### config.mk
export PLATFORM = sky130hd
export DESIGN_NAME = ripple_count_monitor
export DESIGN_NICKNAME = d
export VERILOG_FILES = /design/src/rtl/ripple_mon_pkg.sv /design/src/rtl/ripple_count_monitor_sample_qualifier.sv /design/src/rtl/ripple_count_monitor.sv
export SDC_FILE = /design/constraint.sdc
export NUM_CORES = 1
export LEC_CHECK = 0
export ABC_AREA = 1
export CAP_MARGIN = 20
export CORE_ASPECT_RATIO = 2
export CORE_MARGIN = 4
export CORE_UTILIZATION = 65
export CTS_CLUSTER_SIZE = 14
export DETAILED_ROUTE_END_ITERATION = 8
export DONT_BUFFER_PORTS = 1
export PLACE_DENSITY = 0.86
export SYNTH_ARGS = -nofsm -noshare
export SYNTH_HDL_FRONTEND = slang
export SYNTH_SLANG_ARGS = --single-unit
### constraint.sdc
create_clock -name clk -period 10.5 [get_ports clk]
set_input_delay 1.575 -clock clk [delete_from_list [all_inputs] [get_ports clk]]
set_output_delay 1.575 -clock clk [all_outputs]
set_load 0.1 [all_outputs]
### src/rtl/ripple_mon_pkg.sv
// Shared types and helpers for the ripple-counter monitor.
package ripple_mon_pkg;

  localparam int unsigned MaxWidth = 8;

  typedef enum logic [1:0] {
    StAcquire = 2'b00,
    StTrack   = 2'b01,
    StFault   = 2'b10
  } state_e;

  // Forward distance from b to a, modulo 2^w (w <= MaxWidth).
  function automatic logic [MaxWidth-1:0] mod_delta(logic [MaxWidth-1:0] a,
                                                    logic [MaxWidth-1:0] b,
                                                    int unsigned w);
    logic [MaxWidth-1:0] mask;
    mask = MaxWidth'((1 << w) - 1);
    return (a - b) & mask;
  endfunction

endpackage

### src/rtl/ripple_count_monitor_sample_qualifier.sv
// Three-stage sampler for the asynchronous counter value; flags a value held for two samples.
module ripple_count_monitor_sample_qualifier
  import ripple_mon_pkg::*;
#(
  parameter int unsigned Width = 4
) (
  input  logic             clk_i,
  input  logic             reset_i,
  input  logic [Width-1:0] q_i,
  output logic             qual_o,
  output logic [Width-1:0] qv_o
);

  logic [Width-1:0] s1_q, s2_q, s3_q;
  logic [1:0]       cnt_q;
  logic             primed;

  always_ff @(posedge clk_i) begin
    if (reset_i) begin
      s1_q  <= '0;
      s2_q  <= '0;
      s3_q  <= '0;
      cnt_q <= 2'd0;
    end else begin
      s1_q <= q_i;
      s2_q <= s1_q;
      s3_q <= s2_q;
      if (cnt_q != 2'd3) cnt_q <= cnt_q + 2'd1;
    end
  end

  assign primed = (cnt_q == 2'd3);
  assign qual_o = primed && (s2_q == s3_q);
  assign qv_o   = s2_q;

endmodule

### src/rtl/ripple_count_monitor.sv
// Tracks a sampled ripple counter, extends it across wraps and flags thresholds and bad jumps.
module ripple_count_monitor
  import ripple_mon_pkg::*;
#(
  parameter int unsigned WIDTH    = 4,
  parameter int unsigned EXT_W    = 16,
  parameter int unsigned MAX_STEP = 1
) (
  input  logic             clk,
  input  logic             reset,
  input  logic [WIDTH-1:0] q_in,
  input  logic             clear,
  input  logic [EXT_W-1:0] thresh,
  output logic             count_valid,
  output logic [WIDTH-1:0] stable_q,
  output logic [EXT_W-1:0] ext_count,
  output logic             wrap_pulse,
  output logic             thresh_hit,
  output logic             sat,
  output logic             fault,
  output logic [1:0]       state_o
);

  localparam logic [WIDTH-1:0] MaxStepW = WIDTH'(MAX_STEP);
  localparam logic [EXT_W-1:0] ExtMax   = '1;

  logic             qual;
  logic [WIDTH-1:0] qv, delta;
  logic [EXT_W:0]   sum;

  state_e           state_q, state_d;
  logic [WIDTH-1:0] last_q, last_d;
  logic [EXT_W-1:0] ext_q, ext_d;
  logic             valid_q, valid_d;
  logic             wrap_q, wrap_d;
  logic             thr_q, thr_d;
  logic             sat_q, sat_d;
  logic             fault_q, fault_d;

  ripple_count_monitor_sample_qualifier #(
    .Width(WIDTH)
  ) u_qual (
    .clk_i  (clk),
    .reset_i(reset),
    .q_i    (q_in),
    .qual_o (qual),
    .qv_o   (qv)
  );

  assign delta = WIDTH'(mod_delta(MaxWidth'(qv), MaxWidth'(last_q), WIDTH));
  assign sum   = {1'b0, ext_q} + {{(EXT_W + 1 - WIDTH){1'b0}}, delta};

  always_comb begin
    state_d = state_q;
    last_d  = last_q;
    ext_d   = ext_q;
    valid_d = valid_q;
    wrap_d  = 1'b0;
    sat_d   = sat_q;
    fault_d = fault_q;
    if (clear) begin
      state_d = StAcquire;
      last_d  = '0;
      ext_d   = '0;
      valid_d = 1'b0;
      sat_d   = 1'b0;
      fault_d = 1'b0;
    end else begin
      unique case (state_q)
        StAcquire: begin
          if (qual) begin
            last_d  = qv;
            ext_d   = '0;
            valid_d = 1'b1;
            state_d = StTrack;
          end
        end
        StTrack: begin
          if (qual && delta != '0) begin
            if (delta <= MaxStepW) begin
              last_d = qv;
              wrap_d = (qv < last_q);
              if (sum >= {1'b0, ExtMax}) begin
                ext_d = ExtMax;
                sat_d = 1'b1;
              end else begin
                ext_d = sum[EXT_W-1:0];
              end
            end else begin
              fault_d = 1'b1;
              state_d = StFault;
            end
          end
        end
        StFault: ;
        default: state_d = StAcquire;
      endcase
    end
    thr_d = valid_d && (ext_d >= thresh);
  end

  always_ff @(posedge clk) begin
    if (reset) begin
      state_q <= StAcquire;
      last_q  <= '0;
      ext_q   <= '0;
      valid_q <= 1'b0;
      wrap_q  <= 1'b0;
      thr_q   <= 1'b0;
      sat_q   <= 1'b0;
      fault_q <= 1'b0;
    end else begin
      state_q <= state_d;
      last_q  <= last_d;
      ext_q   <= ext_d;
      valid_q <= valid_d;
      wrap_q  <= wrap_d;
      thr_q   <= thr_d;
      sat_q   <= sat_d;
      fault_q <= fault_d;
    end
  end

  assign count_valid = valid_q;
  assign stable_q    = last_q;
  assign ext_count   = ext_q;
  assign wrap_pulse  = wrap_q;
  assign thresh_hit  = thr_q;
  assign sat         = sat_q;
  assign fault       = fault_q;
  assign state_o     = state_q;

endmodule

After elaboration in Yosys (flattened, before gate mapping)
Cells that the tools add are included.
{ "op_classes": {"addsub": 3, "mul": 0, "div_mod_pow": 0, "n_lt_le_gt_ge": 4, "eq_ne": 9, "n_shift": 0, "muxes": 17, "bitwise": 4, "n_reduce_logical": 12} }
{ "ops": {"columns": ["cell", "count"], "rows": [
  ["two-way mux 16 bit", 5],
  ["case mux 16 bit (2 select lines)", 1],
  ["adder 16 x 4 -> 17 bit", 1],
  ["greater-or-equal comparator 17 x 16 -> 1 bit, second input constant", 1],
  ["greater-or-equal comparator 16 bit", 1],
  ["two-way mux 4 bit", 3],
  ["AND reduction 4 bit", 3],
  ["inequality test 2 bit, second input constant", 5],
  ["case mux 4 bit (2 select lines)", 1],
  ["two-way mux 2 bit", 3],
  ["case mux 2 bit (3 select lines)", 1],
  ["OR reduction 5 bit", 1],
  ["== test 2 bit, second input constant", 2],
  ["== test 4 bit", 1],
  ["<= comparator 4 x 1 -> 1 bit, second input constant", 1],
  ["< comparator 4 bit", 1],
  ["inverter 1 bit", 4],
  ["nonzero test 4 bit", 1],
  ["subtractor 4 bit", 1],
  ["logical AND 1 bit", 3],
  ["two-way mux 1 bit", 3],
  ["AND reduction 3 bit", 1],
  ["adder 2 x 1 -> 2 bit, second input constant", 1],
  ["== test 2 x 1 -> 1 bit, second input constant", 1],
  ["other kinds (3)", 3]
]} }
{ "totals": {"ff_bits": 41, "latch_bits": 0, "mem_bits_rw": 0, "romBits": 0, "word_cells": 61, "mem_count": 0} }

Logic depth before layout (Yosys ltp)
Gate-level depths: netlist of run 1.
{ "logic_depth": {"ltp_word": 10, "depth_mapped": 32} }

Hierarchy
From an unflattened synthesis of run 1, not the netlist that was laid out.
{ "hier_totals": {"hier_cells": 474, "area_unflattened_um2": 3101.7} }
{ "modules_own_cells": {"columns": ["mod", "instances", "cells_per_inst", "area_per_inst_um2"], "rows": [
  ["ripple_count_monitor", 1, 412, 2610.0],
  ["ripple_count_monitor_sample_qualifier", 1, 62, 491.7]
]} }

Least setup slack after synthesis of run 1
OpenSTA, ideal clock, no wires.
{ "synth_path": {"path_kind": "reg-to-reg", "startpoint": "register last_q[0], in the netlist stable_q[0]", "endpoint": "register thr_q, in the netlist thresh_hit", "arrival_ns": 4.335, "t_required_ns": 10.391, "slack_ns": 6.056, "path_stages_with_launch": 28, "n_path_buf": 0, "synth_period_minus_slack_ns": 4.444, "cell_sequence": "dfxtp_1 > ha_1 > inv_1 > fa_1 > xor2_1 > ha_1 > nand2_1 > nand2_2 > nand3_2 > nor2_4 > nand2_1 > nand2_1 > nand2_1 > inv_1 > nor2_4 > nand3_4 > nand2_4 > o21ai_2 > a21oi_1 > ha_1 > a21oi_1 > nor2_1 > a211oi_1 > o221ai_1 > nand2_1 > nand3_1 > nand2_1 > inv_1"} }
{ "synth_via": {"elab_chain_len": 10} }
{ "synth_rtl": {"columns": ["element", "line_no", "source"], "rows": [
  ["from (decl)", "ripple_count_monitor.sv:32", "logic [WIDTH-1:0] last_q, last_d;"],
  ["from (signal assigned)", "ripple_count_monitor.sv:114", "last_q <= last_d;"],
  ["subtractor 4 bit (*)", "ripple_mon_pkg.sv:18", "return (a - b) & mask;"],
  ["adder 16 x 4 -> 17 bit", "ripple_count_monitor.sv:51", "assign sum = {1'b0, ext_q} + {{(EXT_W + 1 - WIDTH){1'b0}}, delta};"],
  ["greater-or-equal comparator 17 x 16 -> 1 bit", "ripple_count_monitor.sv:83", "if (sum >= {1'b0, ExtMax}) begin"],
  ["two-way mux 16 bit", "ripple_count_monitor.sv:83", null],
  ["two-way mux 16 bit", "ripple_count_monitor.sv:80", "if (delta <= MaxStepW) begin"],
  ["two-way mux 16 bit (*)", "ripple_count_monitor.sv:79", "if (qual && delta != '0) begin"],
  ["case mux 16 bit (2 select lines) (*)", "ripple_count_monitor.sv:69", "unique case (state_q)"],
  ["two-way mux 16 bit (*)", "ripple_count_monitor.sv:61", "if (clear) begin"],
  ["via ext_d[1]", "ripple_count_monitor.sv:33", "logic [EXT_W-1:0] ext_q, ext_d;"],
  ["greater-or-equal comparator 16 bit (*)", "ripple_count_monitor.sv:99", "thr_d = valid_d && (ext_d >= thresh);"],
  ["logical AND 1 bit (*)", "ripple_count_monitor.sv:99", null],
  ["to (signal assigned)", "ripple_count_monitor.sv:118", "thr_q <= thr_d;"],
  ["to (decl)", "ripple_count_monitor.sv:36", "logic thr_q, thr_d;"]
]} }
The timed path passes the listed nets; every way through them passes the cells marked *.
A chain may end at the register's enable or synchronous reset.

Worst setup path in the final report of run 1
Ends and elaborated chain as after synthesis.

==> run metrics, run 1 <==
CTS Buf Count 5; Post-synth EDFFs 0; final WL a little over 9000 um; Core Rows 36; clock root cell clkbuf_8; core area a little under 5000 sq um; Final Hold Vio Count 0; cts hold-fix bufs 0; prevailing post-synth register cell dfxtp_1; GP Congestion 0.942; crit-path max FO 24; vias per cell 5.83; syn_area_per_cell 6.64 sq um; Total Nets Final 547; max-cap violation count 0; syn_nets between 500 and 600; IR Drop Worst-Case VDD 139 uV; asr flop ratio synth 0%; Final Core Density 70.6%; Leakage about 1.5 nW; Setup violations, final 0; final instance area 3430 sq um; Reg2Reg Launch Point stable_q[0]; clock-pin slew on the worst setup and hold paths 0.08 ns; cell area power density between 90 and 100 nW/um^2; CP startpoint stable_q[0]; Die ar. 6280 sq um; largest net degree at the start of global routing 25; Die Span X 58.1 um; GRT overflow 0; Synth area leader dfxtp_1; placed cell areas about 3300 sq um; Seq cells post-synth 41; hold path start u_qual.s1_q[1]; outcome finished, final reports clean; # port buffers 0; CTS tree done; Global Route Usage Sum between 30% and 40%; RSZ-0062 raised after global routing false; Fin Setup TNS 0 ns; Final Max Tran Viols 0; CTS H-tree lvls 2; top-area cell type share of the netlist area 25.2%; Synth cell types 41; WHS 0.409 ns; Cells after Synth 491; CP arrival 5.34 ns; Pre-antenna DRT Iters 5; critical path endpoint category flip-flop; post-cts resize count 0; io pins 50; DR WL/cell 16.8 um; worst-case clock buffer depth 2; crit path time final 5.13 ns; first-pass GRT wire length 15000 um; Synthesis Warnings 0; # clock sinks between 40 and 50; Synth-to-Final Area Change 5.41%; Die Y approximately 110 um; 1st-iter DRT viols 221; antenna violations before repair 0; register area share after synthesis 25.2%; kind of critical path reg2reg; slew at the pin closest to its max-slew limit ~1.1 ns; fraction of layout cells with a size suffix above 1 13.3%; crit share post-route 48.9%; Post CTS Setup Buffer Count 0; Max Fclk around 200 MHz; Slew headroom 23.4%; Worst-Skew Late Latency about 0.30 ns; Remaining DRCs 0; via count approximately 3200; HP Class reg2reg; skew final 0.00912 ns; Routed Antenna Nets 0; initial core utilization 67.0%; antenna fix cells 0; Synth Cell Area 3260 sq um; HPWL Detailed around 7300 um; synth top area cells dfxtp_1 (25%), nand2_1 (12%), a21oi_1 (9.7%); number of global-route vias before repair ~3300; CP startpoint kind flip-flop; Critical Path RT around 11 ns
layer usage:
metal	up-vias	wire [um]	track usage, %
met5	-	0	0
met4	0	553	20.6
met3	47	565	4.18
met2	158	5020	57.6
met1	1449	3180	30.5
li1	1584	-	-
cell usage after synthesis, types with 2 or more instances:
master    instances
o21ai_2           6
nand3_1          33
nand2_4           2
nor2_1           43
nor3_1            2
clkbuf_1          3
dfxtp_1          41
o21ai_0          14
a21oi_1          63
inv_1            80
o21ai_1           2
nand2_2          13
buf_6             3
nor2_4            8
xor2_1            4
fa_1              2
nor2_2            6
clkbuf_8          3
or2_2             2
inv_2             2
nand3b_1          2
nand2_1         107
nand4_1           4
nand3_2           5
ha_1             25
layout by cell type (no fill, tap or decap), types with 5 or more instances in the layout:
cell type	instances
a21oi_1	63
buf_4	7
clkbuf_8	5
dfxtp_1	41
ha_1	25
inv_1	80
nand2_1	107
nand2_2	13
nand3_1	33
nand3_2	5
nor2_1	43
nor2_2	6
nor2_4	8
o21ai_0	14
o21ai_2	6
worst paths after layout:
kind	to	slack, ns	depth (start not counted)
setup / recovery	thresh_hit	5.37	21
hold / removal	u_qual.qv_o[1]	0.41	2
setup reg to reg	thresh_hit	5.37	21
hold reg to reg	u_qual.qv_o[1]	0.41	2
logic make-up (layout without fill, tap and decap cells):
kind of cell    Yosys count  in the layout  share of synthesized area (%)
fa+ha+maj                27             27                           10.8
xor+xnor                  5              5                           1.57
buf+inv                  93            100                           12.4
flops                    41             41                           25.2
compound gates           91             91                           15.2
simple gates            234            234                           34.8
power breakdown:
part           leakage (nW)  switching (mW)  internal, mW
logic                  1.16          0.0277        0.0142
registers             0.333         0.00892         0.160
clock network        0.0554          0.0577        0.0714
total                  1.55          0.0943         0.246
cell type report:
type	instances	area, sq um
well taps	57	71.3
repair buffers	9	85.1
inverters	83	312
fillers	428	1430
clock inverters	2	38.8
clock buffers	6	72.6
multi-input cells	357	2030
flip-flops and latches	41	821
state kept, by name (all words and copies together), names as in the netlist:
register,count
u_qual.s1_q,4
thresh_hit,1
sat,1
stable_q,4
u_qual.s3_q,4
ext_count,16
u_qual.cnt_q,2
fault,1
state_o,2
count_valid,1
wrap_pulse,1
u_qual.qv_o,4
metrics by stage:
| stage | setup slack [ns] | cells | total power [mW] |
|---|---|---|---|
| final | 5.37 | 555 | 0.340 |
| after global routing | 5.00 | 555 | 0.353 |
| after CTS | 5.47 | 553 | 0.341 |
| after detailed placement | 5.49 | 545 | 0.214 |
| after global placement | 5.60 | 545 | 0.212 |
| after floorplan | 6.06 | 491 | 0.207 |
worst max-delay path, stage by stage (launching register included):
cell and delay (ns):
dfxtp_1 0.99, ha_1 0.27, inv_1 0.07, fa_1 0.40, xor2_1 0.19, or2_1 0.22, nor2_1 0.15, nand3_1 0.68
inv_2 0.42, nand2_1 0.19, nand2_1 0.11, o21ai_2 0.07, a21oi_1 0.17, ha_1 0.28, a21oi_1 0.15, nor2_1 0.05
a211oi_1 0.19, o221ai_1 0.18, nand2_1 0.09, nand3_1 0.06, nand2_1 0.07, inv_1 0.04
Note: power is estimated with default switching activity, not from simulation.
==> inputs of run 2 (changes only) <==
Settings changed: CORE_UTILIZATION 65 to 64, PLACE_DENSITY 0.86 to 0.85.
Clock period 10.5 ns to 5.1 ns, I/O delays scaled along.
==> run metrics, run 2 (synthesis results as in run 1) <==
final WL 8830 um (-5.3%); Largest register FFs 16 (unchanged); fraction of layout cells with a size suffix above 1 15.6% (+2.4 points); commonest cells after routing, fill and taps aside nand2_1 (107), inv_1 (80), a21oi_1 (63); via count 3286 (+1.5%); CTS H-tree lvls 2 (unchanged); commonest non-fill, non-tap cell in the layout nand2_1; antenna violations before repair 0 (unchanged); Die Y 109 um (+0.72%); 1st-iter DRT viols 157 (-29%); cell mode on critical path nand2_1; sequential share of power 47.7% (-2.0 points); crit path time final 4.46 ns (-0.678 ns); Setup violations, final 0 (unchanged); io pins 50 (unchanged); Synth-to-Final Area Change 8.26%; GRT overflow 0 (unchanged); Routed Antenna Nets 0 (unchanged); WHS 0.413 ns (+0.00376 ns); slew at the pin closest to its max-slew limit 0.990 ns (-0.157 ns); Leakage 1.62 nW (+4.7%); Final Max Tran Viols 0 (unchanged); Core Rows 36 (unchanged); Total Nets Final 561 (+2.6%); kind of critical path reg2reg; HPWL Detailed 6980 um (-5.0%); final worst-path setup slack 0.644 ns (-4.72 ns); critical path endpoint category flip-flop; number of global-route vias before repair 3297 (-0.15%); pre-CTS setup slack 0.731 ns (-4.76 ns); CP arrival 4.66 ns (-0.68 ns); Pint 0.521 mW (+110%); Worst-Skew Late Latency 0.30 ns (about the same); cell area power density 201 nW/um^2 (+100%); cts hold-fix bufs 0 (unchanged); Max Fclk 224 MHz (+15%); HP Class reg2reg; Slew headroom 33.9% (+10 points); max-cap violation count 0 (unchanged); # clock sinks 41 (unchanged); antenna fix cells 0 (unchanged); GP Congestion 0.988 (+4.9%); initial core utilization 66.4% (-0.61 points); Worst path slowest cell fa_1; post-cts resize count 0 (unchanged); switching part of the total 26.5% (-1.2 points); Final Core Density 71.8% (+1.2 points); Remaining DRCs 0 (unchanged); RSZ-0062 raised after global routing false; skew final 0.0126 ns (+0.00346 ns); crit share post-route 87.4% (+38 points); worst reg2reg path depth 28 (+33%); clock root cell clkbuf_8; CP startpoint kind flip-flop; CP max stage delay 0.40 ns (-0.59 ns); Critical Path RT 5.31 ns (-5.40 ns); largest net degree at the start of global routing 25 (unchanged); Global Route Usage Sum 30.4% (-0.57 points); core area 4910 sq um (+0.93%); Die ar. 6370 sq um (+1.4%); Die Span X 58.5 um (+0.67%); crit-path max FO 7 (-71%); Gate power share 13.6% (+1.3 points); CTS Buf Count 5 (unchanged); CTS tree done; clock-pin slew on the worst setup and hold paths 0.08 ns (about the same); IR Drop Worst-Case VDD 254 uV (+84%); Psw 0.188 mW (+99%); outcome finished, final reports clean; clock share of power 38.7% (+0.8 points); Post CTS Setup Buffer Count 0 (unchanged); hold depth 2 (unchanged); Final Hold Vio Count 0 (unchanged); vias per cell 5.78 (-1.0%); Pre-antenna DRT Iters 4 (-1); # port buffers 0 (unchanged); worst-case clock buffer depth 2 (unchanged); Fin Setup TNS 0 ns (unchanged); DR WL/cell 15.5 um (-7.6%); first-pass GRT wire length 14800 um (-1.3%)
==> run 2: final timing paths <==
check	end	startpoint	slack [ns]
setup / recovery	thresh_hit	u_qual.qv_o[0]	0.64
hold / removal	u_qual.qv_o[1]	u_qual.s1_q[1]	0.41
setup reg to reg	thresh_hit	u_qual.qv_o[0]	0.64
hold reg to reg	u_qual.qv_o[1]	u_qual.s1_q[1]	0.41
==> run 2: power by group through the flow <==
stage	logic (mW)	clock network, mW	registers (mW)
after floorplan	0.0719	0	0.353
after global placement	0.0912	0	0.345
after detailed placement	0.0957	0	0.345
after CTS	0.0966	0.277	0.338
after global routing	0.109	0.289	0.339
final	0.0963	0.274	0.338
==> run 2: critical path, delay by kind of cell (launching register included) <==
family	cells	cell delay (ns)
xor gates and xnor gates	1	0.19
DFF	1	0.32
buffers and inverters	3	0.21
AOI/OAI and AO/OA	5	0.88
and+or+nand+nor	15	1.60
adders and majority gates	4	1.16
==> run 2: metal layers <==
| metal | share of wire (%) | wire length, um | global-route usage [%] |
|---|---|---|---|
| met4 | 7.8 | 693 | 22.9 |
| met2 | 52 | 4590 | 54.6 |
| met1 | 34 | 3050 | 29.5 |
| met3 | 5.7 | 503 | 5.45 |
| met5 | 0 | 0 | 0 |
==> run 2: through the flow <==
step / power (mW) / cells / area [sq um]
detailed placement: 0.441 / 561 / 3410
global placement: 0.436 / 561 / 3410
finish: 0.708 / 569 / 3530
global route: 0.737 / 569 / 3530
floorplan: 0.425 / 491 / 3260
CTS: 0.711 / 569 / 3530
==> run 2: layout make-up <==
class | count | area [sq um]
multi-input combinational | 357 | 2030
fill | 406 | 1380
sequential | 41 | 821
inverter | 83 | 312
timing repair buffer | 23 | 173
clock buffer | 7 | 86.3
tap | 57 | 71.3
clock inverter | 1 | 30.0
